[config.mk]
export PLATFORM = sky130hd
export DESIGN_NAME = sensor_packetizer
export DESIGN_NICKNAME = d
export VERILOG_FILES = /design/src/rtl/sensor_pkt_pkg.sv /design/src/rtl/sensor_sample_timer.sv /design/src/rtl/sensor_packetizer.sv
export SDC_FILE = /design/constraint.sdc
export NUM_CORES = 1
export LEC_CHECK = 0
export ABC_AREA = 1
export CORE_MARGIN = 3
export CORE_UTILIZATION = 40
export CTS_CLUSTER_SIZE = 20
export DETAILED_ROUTE_END_ITERATION = 10
export GPL_TIMING_DRIVEN = 1
export SLEW_MARGIN = 20
export SYNTH_ARGS = -nofsm -noshare
export SYNTH_HDL_FRONTEND = slang
export SYNTH_SLANG_ARGS = --single-unit
[constraint.sdc]
create_clock -name clk -period 5.3 [get_ports clk]
set_clock_uncertainty 0.05 [all_clocks]
set_input_delay 1.06 -clock clk [delete_from_list [all_inputs] [get_ports clk]]
set_output_delay 1.06 -clock clk [all_outputs]
set_load 0.02 [all_outputs]
[src/rtl/sensor_pkt_pkg.sv]
// Shared definitions for the sensor packetizer: packet header byte, TX state
// encoding and the sample-index width helper.
package sensor_pkt_pkg;

  localparam logic [7:0] PKT_HDR = 8'hA5;

  typedef enum logic [2:0] {
    IDLE,
    HDR,
    ID,
    SEQ,
    DATA,
    CSUM
  } tx_state_t;

  function automatic int idx_width(input int samples);
    return $clog2(samples + 1);
  endfunction

endpackage

[src/rtl/sensor_sample_timer.sv]
// Paces the sensor: one-cycle sensor_en every SAMPLE_PERIOD cycles while run is
// high, and a capture strobe SENSOR_LATENCY cycles after each pulse.
module sensor_sample_timer #(
  parameter int SAMPLE_PERIOD  = 100,
  parameter int SENSOR_LATENCY = 1
) (
  input  logic clk,
  input  logic rst,
  input  logic run,
  output logic sensor_en,
  output logic capture
);

  localparam int CW = $clog2(SAMPLE_PERIOD);
  localparam logic [CW-1:0] LAST = CW'(SAMPLE_PERIOD - 1);

  logic [CW-1:0]             cnt;
  logic [SENSOR_LATENCY-1:0] pipe;

  // Gating with run drops a strobe that lands in the cycle run falls.
  assign sensor_en = run && (cnt == LAST);
  assign capture   = run && pipe[SENSOR_LATENCY-1];

  always_ff @(posedge clk) begin
    if (rst || !run) begin
      cnt  <= '0;
      pipe <= '0;
    end else begin
      cnt  <= (cnt == LAST) ? '0 : cnt + 1'b1;
      pipe <= (pipe << 1) | SENSOR_LATENCY'(sensor_en);
    end
  end

endmodule

[src/rtl/sensor_packetizer.sv]
// Collects sensor readings into framed packets and streams them byte-wise over
// valid/ready. Define PKT_CHECKSUM_EN to append an XOR checksum byte.
module sensor_packetizer #(
  parameter int          SAMPLE_PERIOD   = 100,
  parameter int          SENSOR_LATENCY  = 1,
  parameter int          SAMPLES_PER_PKT = 4,
  parameter logic [7:0]  NODE_ID         = 8'h01
) (
  input  logic       clk,
  input  logic       rst,
  input  logic       run,
  output logic       sensor_en,
  input  logic [7:0] sensor_data,
  output logic [7:0] tx_data,
  output logic       tx_valid,
  input  logic       tx_ready,
  output logic       tx_last,
  output logic [7:0] drop_cnt,
  output logic       busy
);

  import sensor_pkt_pkg::*;

  localparam int N     = SAMPLES_PER_PKT;
  localparam int IW    = idx_width(N);
  localparam int AW    = (N > 1) ? $clog2(N) : 1;
  localparam int DEPTH = 1 << AW;
  localparam logic [AW-1:0] LAST_DIDX = AW'(N - 1);
  localparam logic [IW-1:0] LAST_IDX  = IW'(N - 1);

  // Handshake: a byte transfers in any cycle with tx_valid & tx_ready; while
  // tx_valid is high and tx_ready low, tx_data and tx_last do not change.
  logic          capture;
  logic [IW-1:0] idx;
  logic [AW-1:0] didx;
  logic [7:0]    seq;
  logic [7:0]    pkt_seq;
  logic [7:0]    collect_buf [DEPTH];
  logic [7:0]    tx_buf      [DEPTH];
  logic [7:0]    commit_data [DEPTH];
  tx_state_t     state, state_next;
  logic          hs, last_hs, tx_free, commit_req, commit_ok;

  sensor_sample_timer #(
    .SAMPLE_PERIOD (SAMPLE_PERIOD),
    .SENSOR_LATENCY(SENSOR_LATENCY)
  ) u_timer (
    .clk      (clk),
    .rst      (rst),
    .run      (run),
    .sensor_en(sensor_en),
    .capture  (capture)
  );

  assign hs         = tx_valid && tx_ready;
  assign last_hs    = hs && tx_last;
  assign tx_free    = (state == IDLE) || last_hs;
  assign commit_req = capture && (idx == LAST_IDX);
  assign commit_ok  = commit_req && tx_free;
  assign busy       = (state != IDLE);

  // The final reading is folded in directly so the packet commits on its capture.
  always_comb begin
    for (int i = 0; i < DEPTH; i++) commit_data[i] = collect_buf[i];
    commit_data[LAST_DIDX] = sensor_data;
  end

`ifdef PKT_CHECKSUM_EN
  logic [7:0] csum;
  always_comb begin
    csum = PKT_HDR ^ NODE_ID ^ pkt_seq;
    for (int i = 0; i < N; i++) csum = csum ^ tx_buf[AW'(i)];
  end
`endif

  always_comb begin
    tx_valid = (state != IDLE);
    tx_data  = 8'h00;
    tx_last  = 1'b0;
    case (state)
      HDR:  tx_data = PKT_HDR;
      ID:   tx_data = NODE_ID;
      SEQ:  tx_data = pkt_seq;
      DATA: begin
        tx_data = tx_buf[didx];
`ifndef PKT_CHECKSUM_EN
        tx_last = (didx == LAST_DIDX);
`endif
      end
`ifdef PKT_CHECKSUM_EN
      CSUM: begin
        tx_data = csum;
        tx_last = 1'b1;
      end
`endif
      default: ;
    endcase
  end

  always_comb begin
    state_next = state;
    case (state)
      IDLE: if (commit_ok) state_next = HDR;
      HDR:  if (hs) state_next = ID;
      ID:   if (hs) state_next = SEQ;
      SEQ:  if (hs) state_next = DATA;
      DATA: if (hs && didx == LAST_DIDX) begin
`ifdef PKT_CHECKSUM_EN
        state_next = CSUM;
`else
        state_next = commit_ok ? HDR : IDLE;
`endif
      end
      CSUM: if (hs) state_next = commit_ok ? HDR : IDLE;
      default: state_next = IDLE;
    endcase
  end

  always_ff @(posedge clk) begin
    if (rst) begin
      state    <= IDLE;
      idx      <= '0;
      didx     <= '0;
      seq      <= '0;
      pkt_seq  <= '0;
      drop_cnt <= '0;
      for (int i = 0; i < DEPTH; i++) begin
        collect_buf[i] <= '0;
        tx_buf[i]      <= '0;
      end
    end else begin
      state <= state_next;

      if (state != DATA) didx <= '0;
      else if (hs)       didx <= didx + 1'b1;

      if (!run) begin
        idx <= '0;
      end else if (capture) begin
        collect_buf[idx[AW-1:0]] <= sensor_data;
        idx <= commit_req ? '0 : idx + 1'b1;
      end

      // Dropped packets leave seq untouched so the receiver sees no gap in numbering.
      if (commit_ok) begin
        for (int i = 0; i < DEPTH; i++) tx_buf[i] <= commit_data[i];
        pkt_seq <= seq;
        seq     <= seq + 1'b1;
      end else if (commit_req && drop_cnt != 8'hFF) begin
        drop_cnt <= drop_cnt + 1'b1;
      end
    end
  end

endmodule
Word level (Yosys, flattened, before mapping)
Memories as Yosys holds them, arrays and structs flattened. A register that Yosys moved wholly into a read port is not among the register bits.
Index checks and enable logic that the tools add are counted.
Widths: inputs -> output; s select.
{"block": "word_totals", "regBits": 40, "ramBits": 64, "input_bits": 12, "out_inout_bits": 20, "wordCells": 85, "mem_count": 2}
{"block": "op_classes", "add_sub_neg": 5, "eq_ne": 16, "muxes": 29, "n_bitwise": 6, "reduce_logical": 19}
{"memory": "collect_buf", "depth": 4, "width": 8, "read_ports": 3, "rd_ports_with_merged_regs": 0, "wr": 4, "line": "sensor_packetizer.sv:38", "text": "logic [7:0] collect_buf [DEPTH];"}
{"memory": "tx_buf", "depth": 4, "width": 8, "read_ports": 1, "rd_ports_with_merged_regs": 1, "wr": 4, "line": "sensor_packetizer.sv:39", "text": "logic [7:0] tx_buf [DEPTH];"}
{"operator": "$mux 8", "count": 5}
{"operator": "$pmux 8 s4", "count": 1}
{"operator": "$mux 3", "count": 7}
{"operator": "$pmux 3 s6", "count": 1}
{"operator": "$add 8x1->8 const B", "count": 2}
{"operator": "$mux 1", "count": 12}
{"operator": "$ne 2x2->1 const B", "count": 6}
{"operator": "$eq 3x2->1 const B", "count": 3}
{"operator": "$logic_and 1x1->1", "count": 8}
{"operator": "$ne 8x8->1 const B", "count": 1}
{"operator": "$reduce_or 8->1", "count": 1}
{"operator": "$add 7x1->7 const B", "count": 1}
{"operator": "$eq 7x7->1 const B", "count": 1}
{"operator": "$eq 3x3->1 const B", "count": 2}
{"operator": "$mux 2", "count": 3}
{"operator": "$reduce_and 6->1", "count": 1}
{"operator": "$reduce_or 2->1", "count": 3}
{"operator": "$or 1x1->1", "count": 4}
{"operator": "$add 3x1->3 const B", "count": 1}
{"operator": "$eq 3x1->1 const B", "count": 1}
{"operator": "$logic_not 3->1", "count": 1}
{"operator": "$ne 3x3->1 const B", "count": 1}
{"operator": "$reduce_bool 3->1", "count": 1}
{"operator": "$add 2x1->2 const B", "count": 1}
{"operator": "5 further kinds", "count": 7}

Longest topological paths before layout
Gate-level depths: netlist of the first run.
{"block": "logic_depth", "ltp_word": 9, "mapped_depth": 9, "ltp_nobuf": 9}

Modules after synthesis
A second synthesis of the first run with hierarchy kept.
{"block": "unflattened", "cells_unflattened": 519, "area_unflattened_um2": 4469.3}
{"mod": "sensor_packetizer", "instances": 1, "cells_each": 465, "area_per_inst_um2": 4087.7, "seq_area_each_um2": 2362.3}
{"mod": "sensor_sample_timer", "instances": 1, "cells_each": 54, "area_per_inst_um2": 381.6, "seq_area_each_um2": 160.2}

Least setup slack after synthesis of the first run
OpenSTA, ideal clock, no wires.
{"block": "synth_timing", "path_kind": "in2reg", "startpoint": "in run", "endpoint": "mem tx_buf[0][0], enable pin", "setup_ps": 392, "arrival_time_ps": 2356, "t_required_ps": 4858, "path_slack_ps": 2502, "cell_stages": 4, "path_buffers": 0, "path_cell_list": "nand2_2 -> nor3_4 -> nand2_1 -> nand2_1"}
{"element": "from (decl)", "line": "sensor_packetizer.sv:11", "text": "input logic run,"}
{"element": "to (decl)", "line": "sensor_packetizer.sv:39"}

==> results of run 1 <==
per-layer routing:
metal | share of wire | routed length [um] | track usage
met1 | 0.47 | 4180 | 0.197
met3 | 0.039 | 349 | 0.0351
met5 | 0 | 0 | 0
met4 | 0.012 | 111 | 0.0476
met2 | 0.48 | 4280 | 0.244
where the power goes:
part / total (mW) / switching [mW] / leakage, nW / internal, mW
sequential: 0.828 / 0.00613 / 0.875 / 0.822
combinational: 0.0406 / 0.0275 / 0.982 / 0.0130
clock: 0.475 / 0.290 / 0.0962 / 0.185
total: 1.34 / 0.324 / 1.95 / 1.02
layout make-up:
type / instances / area (um^2) / share of cell area
sequential: 98 / 2520 / 0.506
multi-input combinational: 324 / 1510 / 0.302
timing repair buffer: 33 / 325 / 0.0652
inverter: 72 / 270 / 0.0542
tap: 136 / 170 / 0.0341
clock buffer: 9 / 124 / 0.0248
clock inverter: 7 / 67.6 / 0.0135
logic make-up after synthesis:
logic type	Yosys count	share of synthesized area
xor+xnor	6	0.0120
fa+ha+maj	5	0.0143
buf+inv	86	0.0766
simple gates	249	0.243
flops	98	0.578
compound gates	64	0.0757
registers in the layout, summed over array words and instances, names as in the netlist, named ones only:
signal	flops
collect_buf	24
pkt_seq	8
u_timer.cnt	7
drop_cnt	8
tx_buf	32
seq	8
idx	3
didx	2
state	3
u_timer.pipe	1
Yosys cell counts (all sizes together), types with 6 or more instances:
cell type | number | area (um^2)
o21ai | 34 | 170
nand3 | 39 | 200
edfxtp | 56 | 1680
dfxtp | 42 | 841
nand4 | 7 | 43.8
clkbuf | 7 | 26.3
nor2 | 90 | 348
a21oi | 24 | 120
xor2 | 6 | 52.6
buf | 7 | 37.5
inv | 72 | 270
nand2 | 102 | 390
critical path, cell delays in order (launching register included):
cell and delay, ps:
sky130_fd_sc_hd__dfxtp_1 700, sky130_fd_sc_hd__inv_1 390, sky130_fd_sc_hd__o21ai_0 250, sky130_fd_sc_hd__o22ai_1 110, sky130_fd_sc_hd__nand2_1 90, sky130_fd_sc_hd__nand2_1 60
sky130_fd_sc_hd__clkdlybuf4s50_1 530
placed cells by master (no fill, tap or decap):
cell / n
sky130_fd_sc_hd__nand3b_1: 3
sky130_fd_sc_hd__or2_2: 3
sky130_fd_sc_hd__ha_1: 5
sky130_fd_sc_hd__buf_4: 2
sky130_fd_sc_hd__nand3_1: 38
sky130_fd_sc_hd__nor3b_1: 1
sky130_fd_sc_hd__dfxtp_1: 42
sky130_fd_sc_hd__nand2_2: 3
sky130_fd_sc_hd__clkinvlp_4: 1
sky130_fd_sc_hd__nand4_1: 7
sky130_fd_sc_hd__nor2_4: 1
sky130_fd_sc_hd__nor3_4: 1
sky130_fd_sc_hd__a21oi_1: 24
sky130_fd_sc_hd__nor2_1: 88
sky130_fd_sc_hd__clkdlybuf4s50_1: 31
sky130_fd_sc_hd__inv_1: 71
sky130_fd_sc_hd__nor3_1: 3
sky130_fd_sc_hd__nand3_2: 1
sky130_fd_sc_hd__o221ai_1: 1
sky130_fd_sc_hd__inv_2: 1
sky130_fd_sc_hd__clkbuf_8: 9
sky130_fd_sc_hd__o22ai_1: 4
sky130_fd_sc_hd__inv_8: 3
sky130_fd_sc_hd__edfxtp_1: 56
sky130_fd_sc_hd__xor2_1: 6
sky130_fd_sc_hd__nor2_2: 1
sky130_fd_sc_hd__a31oi_1: 1
sky130_fd_sc_hd__inv_6: 2
sky130_fd_sc_hd__clkinv_4: 1
sky130_fd_sc_hd__nand2_1: 99
sky130_fd_sc_hd__o21ai_0: 34
through the flow:
step	worst slack [ps]	cell area (um^2)
CTS	1650	4990
finish	1690	4990
global placement	1840	4800
global route	1470	4990
detailed placement	1850	4800
floorplan	2500	4360
final timing paths:
check | start | to | slack [ps] | depth (start not counted)
setup / recovery | flip-flop | tx_data[0] | 1690 | 6
hold / removal | pkt_seq[7]$_SDFFE_PP0N_ | pkt_seq[7]$_SDFFE_PP0N_ | 430 | 2
setup reg to reg | state[2]$_SDFFE_PP0P_ | tx_buf[1][2]$_SDFFCE_PN0P_ | 2900 | 6
hold reg to reg | pkt_seq[7]$_SDFFE_PP0N_ | pkt_seq[7]$_SDFFE_PP0N_ | 430 | 2
==> results.rst, run 1 <==
.. list-table::
   :header-rows: 1

   * - Metric
     - Value
   * - Number of warning messages in the yosys log
     - 0
   * - Peak VDD IR
     - 0.129 mV
   * - DR pass1 iterations
     - 5
   * - Aggregate global routing overflow
     - 0
   * - # setup viols final
     - 0
   * - Cell count after synthesis
     - 508
   * - Status
     - finished clean
   * - Post-CTS sizing
     - 0
   * - Crit end category
     - output pin
   * - Number of max-capacitance violations reported
     - 0
   * - Full die area
     - 0.0122 mm^2
   * - Area added between synthesis and finish
     - 14.3%
   * - Fraction of registers with async set/reset
     - 0
   * - Transition time at the pin with the least slew margin
     - 703 ps
   * - Antenna diode count
     - 0
   * - Fraction of layout instances using a drive strength above 1
     - 0.0534
   * - Required time worst endpoint
     - 4190 ps
   * - Clock tree from TritonCTS
     - yes
   * - Startpoint Class
     - flip-flop
   * - GRT Util Overall
     - 0.149
   * - Leak Pwr
     - 1.95 nW
   * - Tightest slew margin relative to the limit
     - 0.531
   * - Detailed placer's ending HPWL
     - 6260 um
   * - Post-detailed-route DRC marker count
     - 0
   * - Vias per cell
     - 4.87
   * - Violation count after the first detailed-route iteration
     - 195
   * - Synthesized Nets
     - 525
   * - Total Routed Length
     - 8920 um
   * - Placer Congestion
     - 0.781
   * - Initial Utilization
     - 0.417
   * - DIE WIDTH
     - 110 um
   * - Final hold viol count
     - 0
   * - Power Total
     - 1.34 mW
   * - Number of unique standard cell types used by synthesis
     - 27
   * - Floorplan core area
     - 0.0105 mm^2
   * - Placed instance count
     - 663
   * - Total power per unit cell area
     - 269 mW/mm^2
   * - H-tree depth
     - 3
   * - Commonest register cell after synthesis
     - sky130_fd_sc_hd__edfxtp_1
   * - Number of enable-type register cells in the synthesized netlist
     - 56
   * - Upper clock frequency limit
     - 277 MHz
   * - Remaining antenna violation count after routing
     - 0
   * - Number of primary I/O pins
     - 32
   * - Non-filler cells, final
     - 679
   * - Worst hold slack
     - 428 ps
   * - Register clock-pin slew on the reported worst setup and hold paths
     - 100 ps
   * - Setup TNS
     - 0 ps
   * - Count of nets after finishing
     - 555
   * - Classification of the worst setup path
     - reg2out
   * - Number of vias in the routed layout
     - 3,309
   * - Crit path DAT
     - 2500 ps
   * - Clock buffer count from CTS
     - 9
   * - Number of buffers inserted for hold repair after clock tree synthesis
     - 0
   * - Root Buffer
     - sky130_fd_sc_hd__clkbuf_8
   * - Final period utilization
     - 0.680
   * - Cell Rows
     - 37
   * - Synthesized area per cell
     - 8.59 um^2
   * - Cell area after technology mapping
     - 0.00436 mm^2
   * - Worst-case clock buffer depth
     - 2
   * - Die Y
     - 110 um
   * - Fin crit period
     - 3610 ps
   * - Portion of the post-synthesis area used by sequential elements
     - 0.578
   * - Average routed wire per standard cell
     - 13.1 um
   * - Number of antenna violations at the first check in global routing
     - 0
   * - Port Buf Inserts
     - 31
   * - Post-CTS setup buffer count
     - 0
   * - Post-layout utilization of the core
     - 0.477
   * - Number of clock sinks
     - 98
   * - Clock latency reported for the late side of the worst-skew pair
     - 360 ps
   * - First-pass GRT wire length
     - 14,900 um
   * - Hold crit path type
     - reg2reg
   * - Unrepaired setup endpoints after global routing
     - false
   * - Largest fanout on the critical path
     - 17
   * - FF+latch count, synth
     - 98
   * - Filler Cell Count
     - 1,008
   * - Pin count of the biggest net entering global routing
     - 38
   * - Number of slew-limit violations in the final report
     - 0
   * - Vias in the first global route
     - 3,122
Power figures use the tool's default switching activity.
==> run 2: changes to the inputs <==
Clock period 5.3 ns to 3.45 ns, I/O delays scaled along.
==> results.rst, run 2 (synthesis results as in run 1) <==
.. list-table::
   :header-rows: 1

   * - Metric
     - Value
   * - Status
     - finished clean
   * - DIE WIDTH
     - 110 um
   * - Top Registers
     - tx_buf (32), collect_buf (24)
   * - # setup viols final
     - 0
   * - Die Y
     - 110 um
   * - Total Routed Length
     - 8550 um
   * - Classification of the worst setup path
     - reg2out
   * - Most common library cell in the layout ignoring fill and taps
     - sky130_fd_sc_hd__nand2_1
   * - Floorplan core area
     - 0.0105 mm^2
   * - Number of slew-limit violations in the final report
     - 0
   * - Area added between synthesis and finish
     - 15.5%
   * - Count of nets after finishing
     - 560
   * - Clock latency reported for the late side of the worst-skew pair
     - 360 ps
   * - Number of antenna violations at the first check in global routing
     - 0
   * - Largest register FFs
     - 32
   * - Pin count of the biggest net entering global routing
     - 38
   * - Unrepaired setup endpoints after global routing
     - false
   * - Post-layout utilization of the core
     - 0.482
   * - Placer Congestion
     - 0.799
   * - Violation count after the first detailed-route iteration
     - 209
   * - Peak VDD IR
     - 0.282 mV
   * - Hold crit path type
     - reg2reg
   * - Number of vias in the routed layout
     - 3,253
   * - Fraction of layout instances using a drive strength above 1
     - 0.0620
   * - Fin crit period
     - 2980 ps
   * - Post-detailed-route DRC marker count
     - 0
   * - Number of max-capacitance violations reported
     - 0
   * - DR pass1 iterations
     - 4
   * - Average routed wire per standard cell
     - 12.5 um
   * - Root Buffer
     - sky130_fd_sc_hd__clkbuf_8
   * - Top register by number of flip-flops
     - tx_buf
   * - Detailed placer's ending HPWL
     - 6180 um
   * - Transition time at the pin with the least slew margin
     - 432 ps
   * - Remaining antenna violation count after routing
     - 0
   * - Aggregate global routing overflow
     - 0
   * - Number of buffers inserted for hold repair after clock tree synthesis
     - 0
   * - Power Total
     - 2.09 mW
   * - First-pass GRT wire length
     - 14,600 um
   * - Crit end category
     - output pin
   * - Cell Rows
     - 37
   * - Non-filler cells, final
     - 684
   * - Port Buf Inserts
     - 31
   * - GRT Util Overall
     - 0.146
   * - Total power per unit cell area
     - 415 mW/mm^2
   * - Clock tree from TritonCTS
     - yes
   * - Register clock-pin slew on the reported worst setup and hold paths
     - 100 ps
   * - Vias per cell
     - 4.76
   * - Final period utilization
     - 0.862
   * - Filler Cell Count
     - 1,032
   * - Upper clock frequency limit
     - 336 MHz
   * - Antenna diode count
     - 0
   * - Tightest slew margin relative to the limit
     - 0.712
   * - Final hold viol count
     - 0
   * - Leak Pwr
     - 1.98 nW
   * - Full die area
     - 0.0122 mm^2
   * - Initial Utilization
     - 0.417
   * - Worst-case clock buffer depth
     - 2
   * - Startpoint Class
     - flip-flop
   * - Crit path DAT
     - 2240 ps
   * - Post-CTS sizing
     - 0
   * - Clock buffer count from CTS
     - 9
   * - Vias in the first global route
     - 3,069
   * - Number of clock sinks
     - 98
   * - Number of primary I/O pins
     - 32
   * - Post-CTS setup buffer count
     - 0
   * - H-tree depth
     - 3
   * - Largest fanout on the critical path
     - 17
   * - Setup TNS
     - 0 ps
   * - Required time worst endpoint
     - 2710 ps
   * - Placed instance count
     - 668
   * - Top library cells by usage in the layout, fill and taps aside
     - 99 x sky130_fd_sc_hd__nand2_1, 88 x sky130_fd_sc_hd__nor2_1, 71 x sky130_fd_sc_hd__inv_1
==> run 2: cell types whose count changed in the layout (fill, tap and decap cells not counted), sizes merged <==
cell      previous run  this run
bufinv               0         1
inv                 77        75
buf                  2         7
clkinvlp             1         2
==> run 2: routing by layer <==
layer	part of all wire	up-vias	global-route usage	wire length (um)
li1	-	1716	-	-
met1	0.49	1492	0.192	4220
met2	0.47	43	0.235	4020
met3	0.031	2	0.0362	265
met4	0.0054	0	0.0493	46
met5	0	-	0	0
==> run 2: worst paths after layout <==
path,to,slack [ps],start,depth (start not counted)
max,tx_data[2],470,flip-flop,7
min,pkt_seq[2]$_SDFFE_PP0N_,430,pkt_seq[2]$_SDFFE_PP0N_,2
min reg2reg,pkt_seq[2]$_SDFFE_PP0N_,430,pkt_seq[2]$_SDFFE_PP0N_,2
max reg2reg,tx_buf[2][7]$_SDFFCE_PN0P_,1410,state[2]$_SDFFE_PP0P_,6
==> run 2: area by class of cell <==
class | instances | area [um^2] | share of cell area
Sequential cell | 98 | 2520 | 0.500
Multi-Input combinational cell | 324 | 1510 | 0.299
Timing Repair Buffer | 38 | 363 | 0.0720
Inverter | 72 | 270 | 0.0536
Tap cell | 136 | 170 | 0.0337
Clock buffer | 9 | 124 | 0.0246
Clock inverter | 7 | 85.1 | 0.0169
==> run 2: stage by stage <==
step / instance area, um^2 / hold WS (ps) / setup slack [ps]
4_1_cts: 5040 / 427 / 433
6_report: 5040 / 429 / 475
2_1_floorplan: 4360 / 380 / 1020
3_5_place_dp: 4830 / 413 / 772
3_3_place_gp: 4830 / 393 / 768
5_1_grt: 5040 / 446 / 175
==> run 2: where the power goes <==
| part | switching, mW | leakage, nW | internal (mW) |
|---|---|---|---|
| Sequential | 0.0101 | 0.875 | 1.26 |
| Clock | 0.414 | 0.0999 | 0.349 |
| Combinational | 0.0391 | 1.01 | 0.0200 |
==> run 2: worst max-delay path, cell delays in order (launching register included) <==
cell	delay (ps)
sky130_fd_sc_hd__dfxtp_1	310
sky130_fd_sc_hd__buf_4	180
sky130_fd_sc_hd__inv_1	340
sky130_fd_sc_hd__o21ai_0	150
sky130_fd_sc_hd__o22ai_1	140
sky130_fd_sc_hd__nand2_1	70
sky130_fd_sc_hd__nand2_1	80
sky130_fd_sc_hd__clkdlybuf4s50_1	600
